## src/rtl/ai_predictor_if.sv

```systemverilog
// ai_predictor_if: ball-position input bus and paddle-controller outputs for ai_predictor.
//   BALL_STEP  1-cycle strobe, BALL_H/BALL_V valid this cycle
//   BALL_H     ball column (HW bits)
//   BALL_V     ball row (HW bits)
//   POSITION   scaled paddle top row (POS_W bits)
//   TARGET     current paddle target row (HW bits)
//   PRED_VALID 1-cycle pulse when TARGET is loaded by a prediction
//   BUSY       prediction in progress
// master: game logic side (drives ball); slave: the predictor.
interface ai_predictor_if #(
  parameter int unsigned HW    = 11,
  parameter int unsigned POS_W = 8
);
  logic             BALL_STEP;
  logic [HW-1:0]    BALL_H;
  logic [HW-1:0]    BALL_V;
  logic [POS_W-1:0] POSITION;
  logic [HW-1:0]    TARGET;
  logic             PRED_VALID;
  logic             BUSY;

  modport master (
    output BALL_STEP, BALL_H, BALL_V,
    input  POSITION, TARGET, PRED_VALID, BUSY
  );

  modport slave (
    input  BALL_STEP, BALL_H, BALL_V,
    output POSITION, TARGET, PRED_VALID, BUSY
  );
endinterface

```

## src/rtl/ai_predictor.sv

```systemverilog
// ai_predictor: computer-player paddle controller for pong.
// Captures the ball row at the net column, takes its direction one column later, projects
// the row to the paddle column folding off the top/bottom walls, then slews the paddle
// toward the resulting target one pixel every SPEED_DIV clocks.
// Ports:
//   CLOCK  system clock
//   RESET  asynchronous, active-high reset
//   bus    ai_predictor_if.slave (BALL_STEP/BALL_H/BALL_V in; POSITION/TARGET/PRED_VALID/BUSY out)
// Optional feature: define PONG_AI_JITTER_EN to add an LFSR-driven -8..+7 offset to targets.
module ai_predictor #(
  parameter int unsigned HW         = 11,
  parameter int unsigned V_MAX      = 474,
  parameter int unsigned NET_H      = 390,
  parameter int unsigned PADDLE_H   = 770,
  parameter int unsigned PADDLE_LEN = 32,
  parameter int unsigned SPEED_DIV  = 500000,
  parameter int unsigned POS_SHIFT  = 1,
  parameter int unsigned POS_W      = 8
) (
  input logic           CLOCK,
  input logic           RESET,
  ai_predictor_if.slave bus
);

  localparam int unsigned RW      = HW + 2;
  localparam int unsigned PAD_MAX = V_MAX - PADDLE_LEN;
  localparam int unsigned HOME    = PAD_MAX / 2;
  localparam int unsigned CW      = (SPEED_DIV > 1) ? $clog2(SPEED_DIV) : 1;

  localparam logic signed [RW-1:0] D_S        = RW'(PADDLE_H - NET_H);
  localparam logic signed [RW-1:0] VMAX_S     = RW'(V_MAX);
  localparam logic signed [RW-1:0] TWO_VMAX_S = RW'(2 * V_MAX);
  localparam logic signed [RW-1:0] HALF_S     = RW'(PADDLE_LEN / 2);
  localparam logic signed [RW-1:0] PADMAX_S   = RW'(PAD_MAX);
  localparam logic [HW-1:0]        HOME_U     = HW'(HOME);
  localparam logic [HW-1:0]        PADMAX_U   = HW'(PAD_MAX);
  localparam logic [HW-1:0]        NET_U      = HW'(NET_H);
  localparam logic [HW-1:0]        NET_P1_U   = HW'(NET_H + 1);
  localparam logic [CW-1:0]        CNT_LAST   = CW'(SPEED_DIV - 1);

  typedef enum logic [1:0] {StIdle, StMeasure, StFold, StClamp} state_e;

  state_e                r_state, w_state_nxt;
  logic [HW-1:0]         r_v0, w_v0_nxt;
  logic signed [RW-1:0]  r_raw, w_raw_nxt;
  logic [HW-1:0]         r_target, w_target_nxt;
  logic                  r_pred_valid, w_pred_valid_nxt;
  logic [CW-1:0]         r_cnt;
  logic                  w_tick;
  logic [HW-1:0]         r_paddle, w_paddle_nxt;
  logic [POS_W-1:0]      r_position;
  logic signed [RW-1:0]  w_jit;
  logic signed [RW-1:0]  w_t;
  logic [HW-1:0]         w_t_sat;

`ifdef PONG_AI_JITTER_EN
  // x^8+x^6+x^5+x^4+1 Fibonacci LFSR, shifts toward the MSB.
  logic [7:0] r_lfsr;
  always_ff @(posedge CLOCK or posedge RESET) begin
    if (RESET) r_lfsr <= 8'hA5;
    else       r_lfsr <= {r_lfsr[6:0], r_lfsr[7] ^ r_lfsr[5] ^ r_lfsr[4] ^ r_lfsr[3]};
  end
  assign w_jit = $signed({{(RW-4){1'b0}}, r_lfsr[3:0]}) - $signed(RW'(8));
`else
  assign w_jit = '0;
`endif

  // Target is the paddle top edge, so centre the paddle on the predicted row.
  always_comb begin
    w_t = r_raw - HALF_S + w_jit;
    if (w_t[RW-1])          w_t_sat = '0;
    else if (w_t > PADMAX_S) w_t_sat = PADMAX_U;
    else                    w_t_sat = w_t[HW-1:0];
  end

  always_comb begin
    w_state_nxt      = r_state;
    w_v0_nxt         = r_v0;
    w_raw_nxt        = r_raw;
    w_target_nxt     = r_target;
    w_pred_valid_nxt = 1'b0;
    unique case (r_state)
      StIdle: begin
        if (bus.BALL_STEP && bus.BALL_H == NET_U) begin
          w_v0_nxt    = bus.BALL_V;
          w_state_nxt = StMeasure;
        end
      end
      StMeasure: begin
        if (bus.BALL_STEP) begin
          if (bus.BALL_H == NET_P1_U) begin
            // Larger row means moving down the screen; equal rows count as up.
            if (bus.BALL_V > r_v0) w_raw_nxt = $signed({2'b00, r_v0}) + D_S;
            else                   w_raw_nxt = $signed({2'b00, r_v0}) - D_S;
            w_state_nxt = StFold;
          end else if (bus.BALL_H == NET_U) begin
            w_v0_nxt = bus.BALL_V;
          end else begin
            // Ball is heading away from us: park at home.
            w_target_nxt = HOME_U;
            w_state_nxt  = StIdle;
          end
        end
      end
      StFold: begin
        // One wall reflection per cycle until the row lands inside the field.
        if (r_raw > VMAX_S)  w_raw_nxt = TWO_VMAX_S - r_raw;
        else if (r_raw[RW-1]) w_raw_nxt = -r_raw;
        else                 w_state_nxt = StClamp;
      end
      StClamp: begin
        w_target_nxt     = w_t_sat;
        w_pred_valid_nxt = 1'b1;
        w_state_nxt      = StIdle;
      end
      default: w_state_nxt = StIdle;
    endcase
  end

  always_ff @(posedge CLOCK or posedge RESET) begin
    if (RESET) begin
      r_state      <= StIdle;
      r_v0         <= '0;
      r_raw        <= '0;
      r_target     <= HOME_U;
      r_pred_valid <= 1'b0;
    end else begin
      r_state      <= w_state_nxt;
      r_v0         <= w_v0_nxt;
      r_raw        <= w_raw_nxt;
      r_target     <= w_target_nxt;
      r_pred_valid <= w_pred_valid_nxt;
    end
  end

  assign w_tick = (r_cnt == CNT_LAST);

  always_comb begin
    w_paddle_nxt = r_paddle;
    if (w_tick) begin
      if (r_paddle < r_target)      w_paddle_nxt = r_paddle + 1'b1;
      else if (r_paddle > r_target) w_paddle_nxt = r_paddle - 1'b1;
    end
  end

  always_ff @(posedge CLOCK or posedge RESET) begin
    if (RESET) begin
      r_cnt      <= '0;
      r_paddle   <= HOME_U;
      r_position <= POS_W'(HOME_U >> POS_SHIFT);
    end else begin
      r_cnt      <= w_tick ? '0 : r_cnt + 1'b1;
      r_paddle   <= w_paddle_nxt;
      r_position <= POS_W'(w_paddle_nxt >> POS_SHIFT);
    end
  end

  assign bus.POSITION   = r_position;
  assign bus.TARGET     = r_target;
  assign bus.PRED_VALID = r_pred_valid;
  assign bus.BUSY       = (r_state == StFold) || (r_state == StClamp);

endmodule

```

## src/flat_wrapper.sv

```systemverilog
// flat-port wrapper written by rule: the top's interface ports become plain ports
module ai_predictor_flat 
#(
  parameter int unsigned HW         = 11,
  parameter int unsigned V_MAX      = 474,
  parameter int unsigned NET_H      = 390,
  parameter int unsigned PADDLE_H   = 770,
  parameter int unsigned PADDLE_LEN = 32,
  parameter int unsigned SPEED_DIV  = 500000,
  parameter int unsigned POS_SHIFT  = 1,
  parameter int unsigned POS_W      = 8
)
  (CLOCK, RESET, bus_BALL_STEP, bus_BALL_H, bus_BALL_V, bus_POSITION, bus_TARGET, bus_PRED_VALID, bus_BUSY);
  ai_predictor_if #(.HW(HW), .POS_W(POS_W)) bus_i ();
  input logic CLOCK;
  input logic RESET;
  input wire logic [$bits(bus_i.BALL_STEP)-1:0] bus_BALL_STEP;
  input wire logic [$bits(bus_i.BALL_H)-1:0] bus_BALL_H;
  input wire logic [$bits(bus_i.BALL_V)-1:0] bus_BALL_V;
  output wire logic [$bits(bus_i.POSITION)-1:0] bus_POSITION;
  output wire logic [$bits(bus_i.TARGET)-1:0] bus_TARGET;
  output wire logic [$bits(bus_i.PRED_VALID)-1:0] bus_PRED_VALID;
  output wire logic [$bits(bus_i.BUSY)-1:0] bus_BUSY;
  assign bus_i.BALL_STEP = bus_BALL_STEP;
  assign bus_i.BALL_H = bus_BALL_H;
  assign bus_i.BALL_V = bus_BALL_V;
  assign bus_POSITION = bus_i.POSITION;
  assign bus_TARGET = bus_i.TARGET;
  assign bus_PRED_VALID = bus_i.PRED_VALID;
  assign bus_BUSY = bus_i.BUSY;
  ai_predictor #(.HW(HW), .V_MAX(V_MAX), .NET_H(NET_H), .PADDLE_H(PADDLE_H), .PADDLE_LEN(PADDLE_LEN), .SPEED_DIV(SPEED_DIV), .POS_SHIFT(POS_SHIFT), .POS_W(POS_W)) u_core (.CLOCK(CLOCK), .RESET(RESET), .bus(bus_i));
endmodule
```

## config.mk

```make
export PLATFORM = sky130hd
export DESIGN_NAME = ai_predictor_flat
export DESIGN_NICKNAME = d
export VERILOG_FILES = /design/src/rtl/ai_predictor_if.sv /design/src/rtl/ai_predictor.sv /design/src/flat_wrapper.sv
export SDC_FILE = /design/constraint.sdc
export NUM_CORES = 1
export LEC_CHECK = 0
export BUFFER_PORTS_ARGS = -buffer_cell sky130_fd_sc_hd__buf_2
export CORE_MARGIN = 5
export CORE_UTILIZATION = 55
export CTS_CLUSTER_SIZE = 20
export DETAILED_ROUTE_END_ITERATION = 8
export GPL_TIMING_DRIVEN = 0
export PLACE_DENSITY = 0.8
export SYNTH_ARGS = -nofsm -noshare
export SYNTH_HDL_FRONTEND = slang
export SYNTH_SLANG_ARGS = --single-unit
```

## constraint.sdc

```tcl
create_clock -name CLOCK -period 7.6 [get_ports CLOCK]
set_input_delay 1.14 -clock CLOCK [delete_from_list [all_inputs] [get_ports CLOCK]]
set_output_delay 1.14 -clock CLOCK [all_outputs]
set_load 0.02 [all_outputs]
```

## After elaboration in Yosys (flattened, before gate mapping)

Cells that the tools add are included.

| operators by class | value |
|---|---|
| add/subtract/negate cells | 8 |
| order comparisons | 5 |
| eq/ne operators | 16 |
| mux-type cells | 28 |
| reduce and logical (&&, ||, !) cells | 13 |

Operators with widths:

| kind | count |
|---|---|
| 2-to-1 mux 11 bit | 11 |
| 2-to-1 mux 13 bit | 5 |
| one-hot mux 11 bit (2 select lines) | 2 |
| > comparator 13 x 10 -> 1 bit, second input constant | 2 |
| one-hot mux 13 bit (2 select lines) | 1 |
| equality test 11 x 9 -> 1 bit, second input constant | 2 |
| > comparator 11 bit | 2 |
| adder 19 x 1 -> 19 bit, second input constant | 1 |
| equality test 19 bit, second input constant | 1 |
| 2-to-1 mux 19 bit | 1 |
| negation 13 bit | 1 |
| subtractor 11 x 13 -> 13 bit, first input constant | 1 |
| subtractor 13 x 6 -> 13 bit, second input constant | 1 |
| adder 11 x 9 -> 12 bit, second input constant | 1 |
| 2-to-1 mux 2 bit | 6 |
| subtractor 11 x 9 -> 12 bit, second input constant | 1 |
| adder 11 x 1 -> 11 bit, second input constant | 1 |
| < comparator 11 bit | 1 |
| subtractor 11 x 1 -> 11 bit, second input constant | 1 |
| != test 2 bit, second input constant | 5 |
| AND reduction 5 bit | 2 |
| one-hot mux 2 bit (4 select lines) | 1 |
| AND reduction 4 bit | 2 |
| nonzero test 2 bit | 4 |
| 11 further kinds | 14 |

| word-level totals | value |
|---|---|
| flip-flop bits (word level) | 68 |
| output and inout port bits | 21 |
| word-level logic and storage cells | 79 |

## Longest topological paths before layout

Gate-level depths: netlist of run 1.

| logic depth | value |
|---|---|
| word-level depth | 5 |
| mapped depth | 14 |
| depth with buffers taken out | 14 |

## Worst setup path before layout of run 1

OpenSTA, ideal clock, no wires.

| timing path | value |
|---|---|
| path kind | reg-to-reg |
| from | register u_core.r_target[2], in the netlist u_core.bus.TARGET[2] |
| to | register u_core.r_paddle[9] |
| setup time | 0.125 ns |
| arrival time | 3.513 ns |
| slack | 3.962 ns |
| cell stages (with the launch flop) | 15 |
| path through | dfstp_2 -> inv_1 -> ha_1 -> a21o_1 -> a21o_1 -> a211o_1 -> a21o_1 -> ha_1 -> a21o_1 -> a211oi_1 -> nor2_1 -> o41ai_2 -> nor3_1 -> a311o_1 -> mux2_2 |

| on the way | value |
|---|---|
| longest elaborated chain between the ends | 3 |
| elaborated cells on any way between the ends | 5 |
| classes of those cells | order compare (2); mux (1); reduce/logical (2) |

Ends and longest elaborated chain:

| element | RTL line | source |
|---|---|---|
| start, declared | ai_predictor.sv:46 | `logic [HW-1:0] r_target, w_target_nxt;` |
| start signal, assigned | ai_predictor.sv:131 | `r_target <= w_target_nxt;` |
| > comparator 11 bit or < comparator 11 bit (tied branches) | ai_predictor.sv:142, ai_predictor.sv:141 |  |
| nonzero test 2 bit (no source line) | -- |  |
| AND reduction 2 bit (no source line) | -- |  |
| end signal, assigned | ai_predictor.sv:153 | `r_paddle <= w_paddle_nxt;` |
| end, declared | ai_predictor.sv:50 | `logic [HW-1:0] r_paddle, w_paddle_nxt;` |

Parallel ways exist; a longest one is shown, timed or not.
A chain may end at the register's enable or synchronous reset.

## Worst setup path in the final report of run 1

Ends and elaborated chain as after synthesis.

==> impl_metrics.ini, run 1 <==
[clock_tree]
postCtsSetupRepairBufs = 0
cts_hold_buf = 0
cts_tree = yes
clock_path_buffers = 2
htree_num_levels = 3
clk_latency_ns = 0.37
cts.sinks = 68
numCtsBuffers = 9
path_clk_slew_ns = 0.08
post_cts_resized = 0
cts_root_buf = clkbuf_8

[die]
dieWidth_um = 105.7
start_util_pct = 55.57
die_h_um = 105.7
ios = 46
core-area_um2 = 9065
die_area_um2 = 11170
num_rows = 35

[setup_path]
worstPathRequired_ns = 7.85
cp-startpoint = u_core.bus.TARGET[2]
end_kind = register
worstPathArrival_ns = 4.23
cp_slowest_cell = dfstp_2
critPathMaxStageDelay_ns = 0.54
crit_top_cell = a21o_1
cp_cell_sequence = inv_1 -> ha_1 -> a21o_1 -> a21o_1 -> a211o_1 -> a21o_1 -> ha_1 -> a21o_1 -> a211oi_1 -> nor2_1 -> o41ai_2 -> nor3_1 -> a311o_1 -> mux2_2
path_max_fanout = 11
start_kind = register
critPathKind = reg2reg
worstReg2RegStart = u_core.bus.TARGET[2]

[grt]
overflow = 0
grt_pass1_wl_um = 21000
use_met1_pct = 30.11
grt.met2_usage_pct = 38.30
gr-usage-met3_pct = 3.491
grt_pass1_vias = 4503
antenna_found_initial = 0
grt_usage_pct = 22.65
grt-busiest-layer = met2
grt_start_max_net_pins = 37

[logic_synthesis]
yosysSeqAreaShare_pct = 34.08
postSynthAreaPerCell_um2 = 8.853
synthTopCellsByCount = dfrtp_1, nand2_1, nor2_1, ha_1, o21ai_0
yosys-top-cells-area = dfrtp_1, ha_1, dfstp_2
ys_seq_elements = 68
async_flop_share_pct = 100.0
syn_area_um2 = 5037
synth-main-ff-cell = dfrtp_1
yosysUniqueCellTypes = 76
synthCells = 569
yosysWarningCount = 0
synth_edf_count = 0
synth_largest_area_cell = dfrtp_1
synthesis.nets = 634
yosysTopAreaCellShare_pct = 27.82

[routing]
drt_wl_total_um = 12140
drcViolationCount = 0
ant_nets = 0
vias = 4520
vias_per_cell = 6.092
wire_per_inst_um = 16.36
drt_iter0_drc = 285
firstDrtPassIters = 5

[cells_and_area]
antenna_cells = 0
finalCoreUtilization_pct = 62.06
nFillCells = 782
fin_nets = 691
final_layout_size_suffix_gt1_share_pct = 18.86
synthToLayoutAreaGrowth_pct = 11.67
layout.cells.non_filler = 742

[place]
dp_hpwl_um = 9028
post-place-cells = 726
place_congestion = 0.8995
portBuffers = 45

[power]
p_per_area_nw_per_um2 = 131.8
vdd_ir_drop_max_mv = 0.08918
p_int_uw = 541.7
total_power_uw = 741.2
switching_share_pct = 26.91
clock_power_share_pct = 43.5
switching_power_uw = 199.4
p_leak_nw = 2.552
seq_power_share_pct = 49.2
combPwrFrac_pct = 7.3

[sta]
rsz0062_at_grt = false
period_share_pct = 52.37
fin_skew_ns = 0.01200
hold_viol = 0
finalSetupViolations = 0
finalMaxSlewViolations = 0
finalSetupTns_ns = 0
max_clock_freq_mhz = 251.2
slew_headroom_pct = 49.94
tightestPinTransition_ns = 0.7498
min_period_ns = 3.980

[job]
cap_viol_max_count = 0

[run_status]
status = finished clean

[worst_hold_path]
worstHoldStart = u_core.r_cnt[0]
hold_path.class = reg2reg
==> worst max-delay path: cells and delay by family, from the launching register on <==
| kind | cells | cell delay (ns) |
|---|---|---|
| compound gates | 8 | 2.11 |
| fa+ha+maj | 2 | 0.66 |
| flops | 1 | 0.54 |
| mux | 1 | 0.26 |
| simple gates | 2 | 0.22 |
| buf+inv | 1 | 0.07 |
==> kinds of logic after synthesis <==
group	after synthesis	share of synthesized area, %
flops	68	34.08
simple gates	198	20.32
fa+ha+maj	40	10.08
xor+xnor	38	6.607
buf+inv	69	6.458
mux	6	1.292
compound gates	150	21.16
==> layer usage <==
metal / routed length, µm / vias to the layer above
met5: 0 / -
li1: - / 2158
met1: 5493 / 2153
met2: 5629 / 181
met3: 792 / 28
met4: 223 / 0
==> power groups by stage <==
stage	Combinational [mW]	Clock, mW	Sequential, mW
floorplan	0.0361	0	0.372
global placement	0.0501	0	0.372
detailed placement	0.0546	0	0.372
CTS	0.0549	0.325	0.365
global route	0.0623	0.340	0.365
finish	0.0543	0.322	0.365
==> cell type report <==
cell class | instances | area (µm²) | share of cell area, %
clock inverter | 7 | 80.08 | 1.423
multi-input combinational | 432 | 2995 | 53.25
inverter | 37 | 138.9 | 2.469
buffer | 32 | 186.4 | 3.314
clock buffer | 9 | 123.9 | 2.202
timing repair buffer | 46 | 245.2 | 4.359
tap | 111 | 138.9 | 2.469
sequential | 68 | 1717 | 30.52
==> registers in the layout (all words and copies together), names as in the netlist, named ones only <==
name                   count
u_core.r_v0               11
u_core.r_raw              13
u_core.r_cnt              19
u_core.r_paddle           11
u_core.r_state             1
u_core.bus.TARGET         11
u_core.bus.PRED_VALID      1
==> cells in the final DEF (no fill, tap or decap), types with 5 or more instances in the layout <==
master / Yosys / final
a31oi_1: 7 / 7
a21oi_1: 29 / 29
buf_2: 5 / 50
a21o_1: 8 / 8
nand4_1: 8 / 8
xor2_1: 19 / 19
o21a_1: 9 / 9
nand3_1: 25 / 25
nor2_1: 41 / 41
a211oi_1: 8 / 8
ha_1: 39 / 39
dfrtp_1: 56 / 56
nand2_1: 56 / 56
buf_4: 12 / 12
o21ai_0: 36 / 36
o211ai_1: 6 / 6
clkbuf_1: 13 / 13
and3_1: 9 / 9
nor3_1: 15 / 15
clkbuf_8: 0 / 9
xnor2_1: 19 / 19
or3_1: 5 / 5
dfstp_2: 12 / 12
inv_1: 35 / 34
==> worst paths after layout <==
check	endpoint	slack [ns]	cells after the start
worst min-delay path	u_core.r_cnt[0]	0.49	1
worst min register to register	u_core.r_cnt[0]	0.49	1
worst max register to register	u_core.r_paddle[9]	3.62	14
worst max-delay path	u_core.r_paddle[9]	3.62	14
min in group asynchronous	u_core.r_cnt[12]	0.89	2
max in group asynchronous	u_core.r_v0[2]	6.05	3
==> through the flow <==
stage	instance area, µm²	setup WS, ns	hold WS (ns)
6_report	5625	3.620	0.4935
5_1_grt	5625	3.350	0.5224
4_1_cts	5625	3.618	0.4946
3_5_place_dp	5421	3.649	0.4758
3_3_place_gp	5401	3.783	0.4561
2_1_floorplan	5037	3.962	0.4380
No activity file was read; power rests on OpenSTA's default activity.
==> run 2, diff against run 1 <==
==> constraint.sdc (replaced) <==
create_clock -name CLOCK -period 4 [get_ports CLOCK]
set_input_delay 0.6 -clock CLOCK [delete_from_list [all_inputs] [get_ports CLOCK]]
set_output_delay 0.6 -clock CLOCK [all_outputs]
set_load 0.02 [all_outputs]
==> impl_metrics.ini, run 2 (same netlist as run 1, synthesis figures left out) <==
[run_status]
status = finished clean

[die]
start_util_pct = 55.57
die_area_um2 = 11170
die_h_um = 105.7
dieWidth_um = 105.7
core-area_um2 = 9065
ios = 46
num_rows = 35

[place]
post-place-ws_ns = 0.04870
place_congestion = 0.8995
dp_hpwl_um = 9028
portBuffers = 45

[clock_tree]
cts_hold_buf = 0
htree_num_levels = 3
clk_latency_ns = 0.37
postCtsSetupRepairBufs = 0
clock_path_buffers = 2
numCtsBuffers = 9
cts_root_buf = clkbuf_8
cts_tree = yes
cts.sinks = 68
path_clk_slew_ns = 0.09

[setup_path]
reg2reg_slack_ns = 0.19
worstReg2RegStart = u_core.bus.TARGET[2]
path_max_fanout = 11
cp_slowest_cell = dfstp_2
critPathMaxStageDelay_ns = 0.54
start_kind = register
path_buf_inv = 1
cp_cell_sequence = inv_1 -> ha_1 -> a21o_1 -> a21o_1 -> a211o_1 -> a21o_2 -> ha_1 -> a21o_1 -> a211oi_2 -> nor2_1 -> o41ai_4 -> nor3_1 -> a311o_1 -> mux2_2
crit_top_cell = a21o_1
critPathKind = reg2reg
worstPathRequired_ns = 4.25
worstPathArrival_ns = 4.06
end_kind = register
cpLargestDelayFamily = compound AO/OA/AOI/OAI gates
timing.rr.end = u_core.r_paddle[9]
ff2ff_path_depth = 14

[sta]
max_clock_freq_mhz = 262.4
min_period_ns = 3.811
rsz0062_at_grt = false
fin_skew_ns = 0.01227
slew_headroom_pct = 50.09
finalWorstSetupSlack_ns = 0.1891
period_share_pct = 95.27
hold_viol = 0
finalSetupViolations = 0
finalSetupTns_ns = 0
tightestPinTransition_ns = 0.7475
finalMaxSlewViolations = 0

[routing]
ant_nets = 0
vias = 4554
firstDrtPassIters = 6
drcViolationCount = 0
vias_per_cell = 6.137
drt_wl_total_um = 12110
wire_per_inst_um = 16.32
drt_iter0_drc = 341

[power]
clock_power_share_pct = 43.4
combPwrFrac_pct = 7.4
p_per_area_nw_per_um2 = 249.8
vdd_ir_drop_max_mv = 0.1701
switching_share_pct = 26.93
p_int_mw = 1.030
p_leak_nw = 2.558
seq_power_share_pct = 49.2
switching_power_uw = 379.7

[cells_and_area]
final_layout_size_suffix_gt1_share_pct = 19.18
layout_common_cells = nand2_1, dfrtp_1, buf_2, nor2_1, ha_1
antenna_cells = 0
largestRegisters = u_core.r_cnt (19), u_core.r_raw (13)
fin_nets = 691
largest-register = u_core.r_cnt
largest_reg_flops = 19
synthToLayoutAreaGrowth_pct = 12.05

[grt]
grt_pass1_vias = 4503
antenna_found_initial = 0
grt_usage_pct = 22.65
overflow = 0
grt_start_max_net_pins = 37
grt_pass1_wl_um = 21000

[worst_hold_path]
hold_path.class = in2async

[job]
cap_viol_max_count = 0
run 2: worst max-delay path by stage:
stage                              start                 end  slack [ns]  depth (start not counted)
global route        u_core.bus.TARGET[2]  u_core.r_paddle[9]        0.04                         14
CTS                 u_core.bus.TARGET[2]  u_core.r_paddle[9]        0.02                         14
finish              u_core.bus.TARGET[2]  u_core.r_paddle[9]        0.19                         14
floorplan           u_core.bus.TARGET[2]  u_core.r_paddle[9]        0.36                         14
global placement    u_core.bus.TARGET[2]  u_core.r_paddle[9]        0.18                         14
detailed placement  u_core.bus.TARGET[2]  u_core.r_paddle[9]        0.05                         14
run 2: area by class of cell:
| cell class | count | area, µm² |
|---|---|---|
| fill | 779 | 3421 |
| multi-input combinational | 432 | 3014 |
| sequential | 68 | 1717 |
| timing repair buffer | 46 | 245.2 |
| buffer | 32 | 186.4 |
| inverter | 37 | 138.9 |
| tap | 111 | 138.9 |
| clock buffer | 9 | 123.9 |
| clock inverter | 7 | 80.08 |
run 2: layer usage:
layer / part of all wire [%] / track usage [%] / vias to the layer above
met4: 1.6 / 6.383 / 0
li1: - / - / 2161
met5: 0 / 0 / -
met3: 6.1 / 3.491 / 20
met1: 45 / 30.11 / 2197
met2: 47 / 38.30 / 176
run 2: through the flow:
step                cells  utilization, %  hold WS, ns  cell area (µm²)  total power, mW
finish                742           62.26       0.3510             5644            1.410
global route          742           62.26       0.4473             5644            1.460
CTS                   742           62.06       0.3815             5625            1.414
detailed placement    726           59.81       0.4758             5421           0.8098
global placement      725           59.59       0.4561             5401           0.8012
floorplan             569               -       0.4380             5037           0.7754
run 2: what timing repair did:
| action | CTS | global route |
|---|---|---|
| setup endpoints to repair | 0 | 2 |
| resized for setup | 0 | 4 |
| hold endpoints to repair | 0 | 0 |
run 2: power by group through the flow:
stage	Sequential [mW]	Combinational (mW)	Clock, mW
after global routing	0.693	0.120	0.647
final	0.693	0.104	0.612
after global placement	0.706	0.0952	0
after CTS	0.693	0.104	0.617
after floorplan	0.707	0.0686	0
after detailed placement	0.706	0.104	0
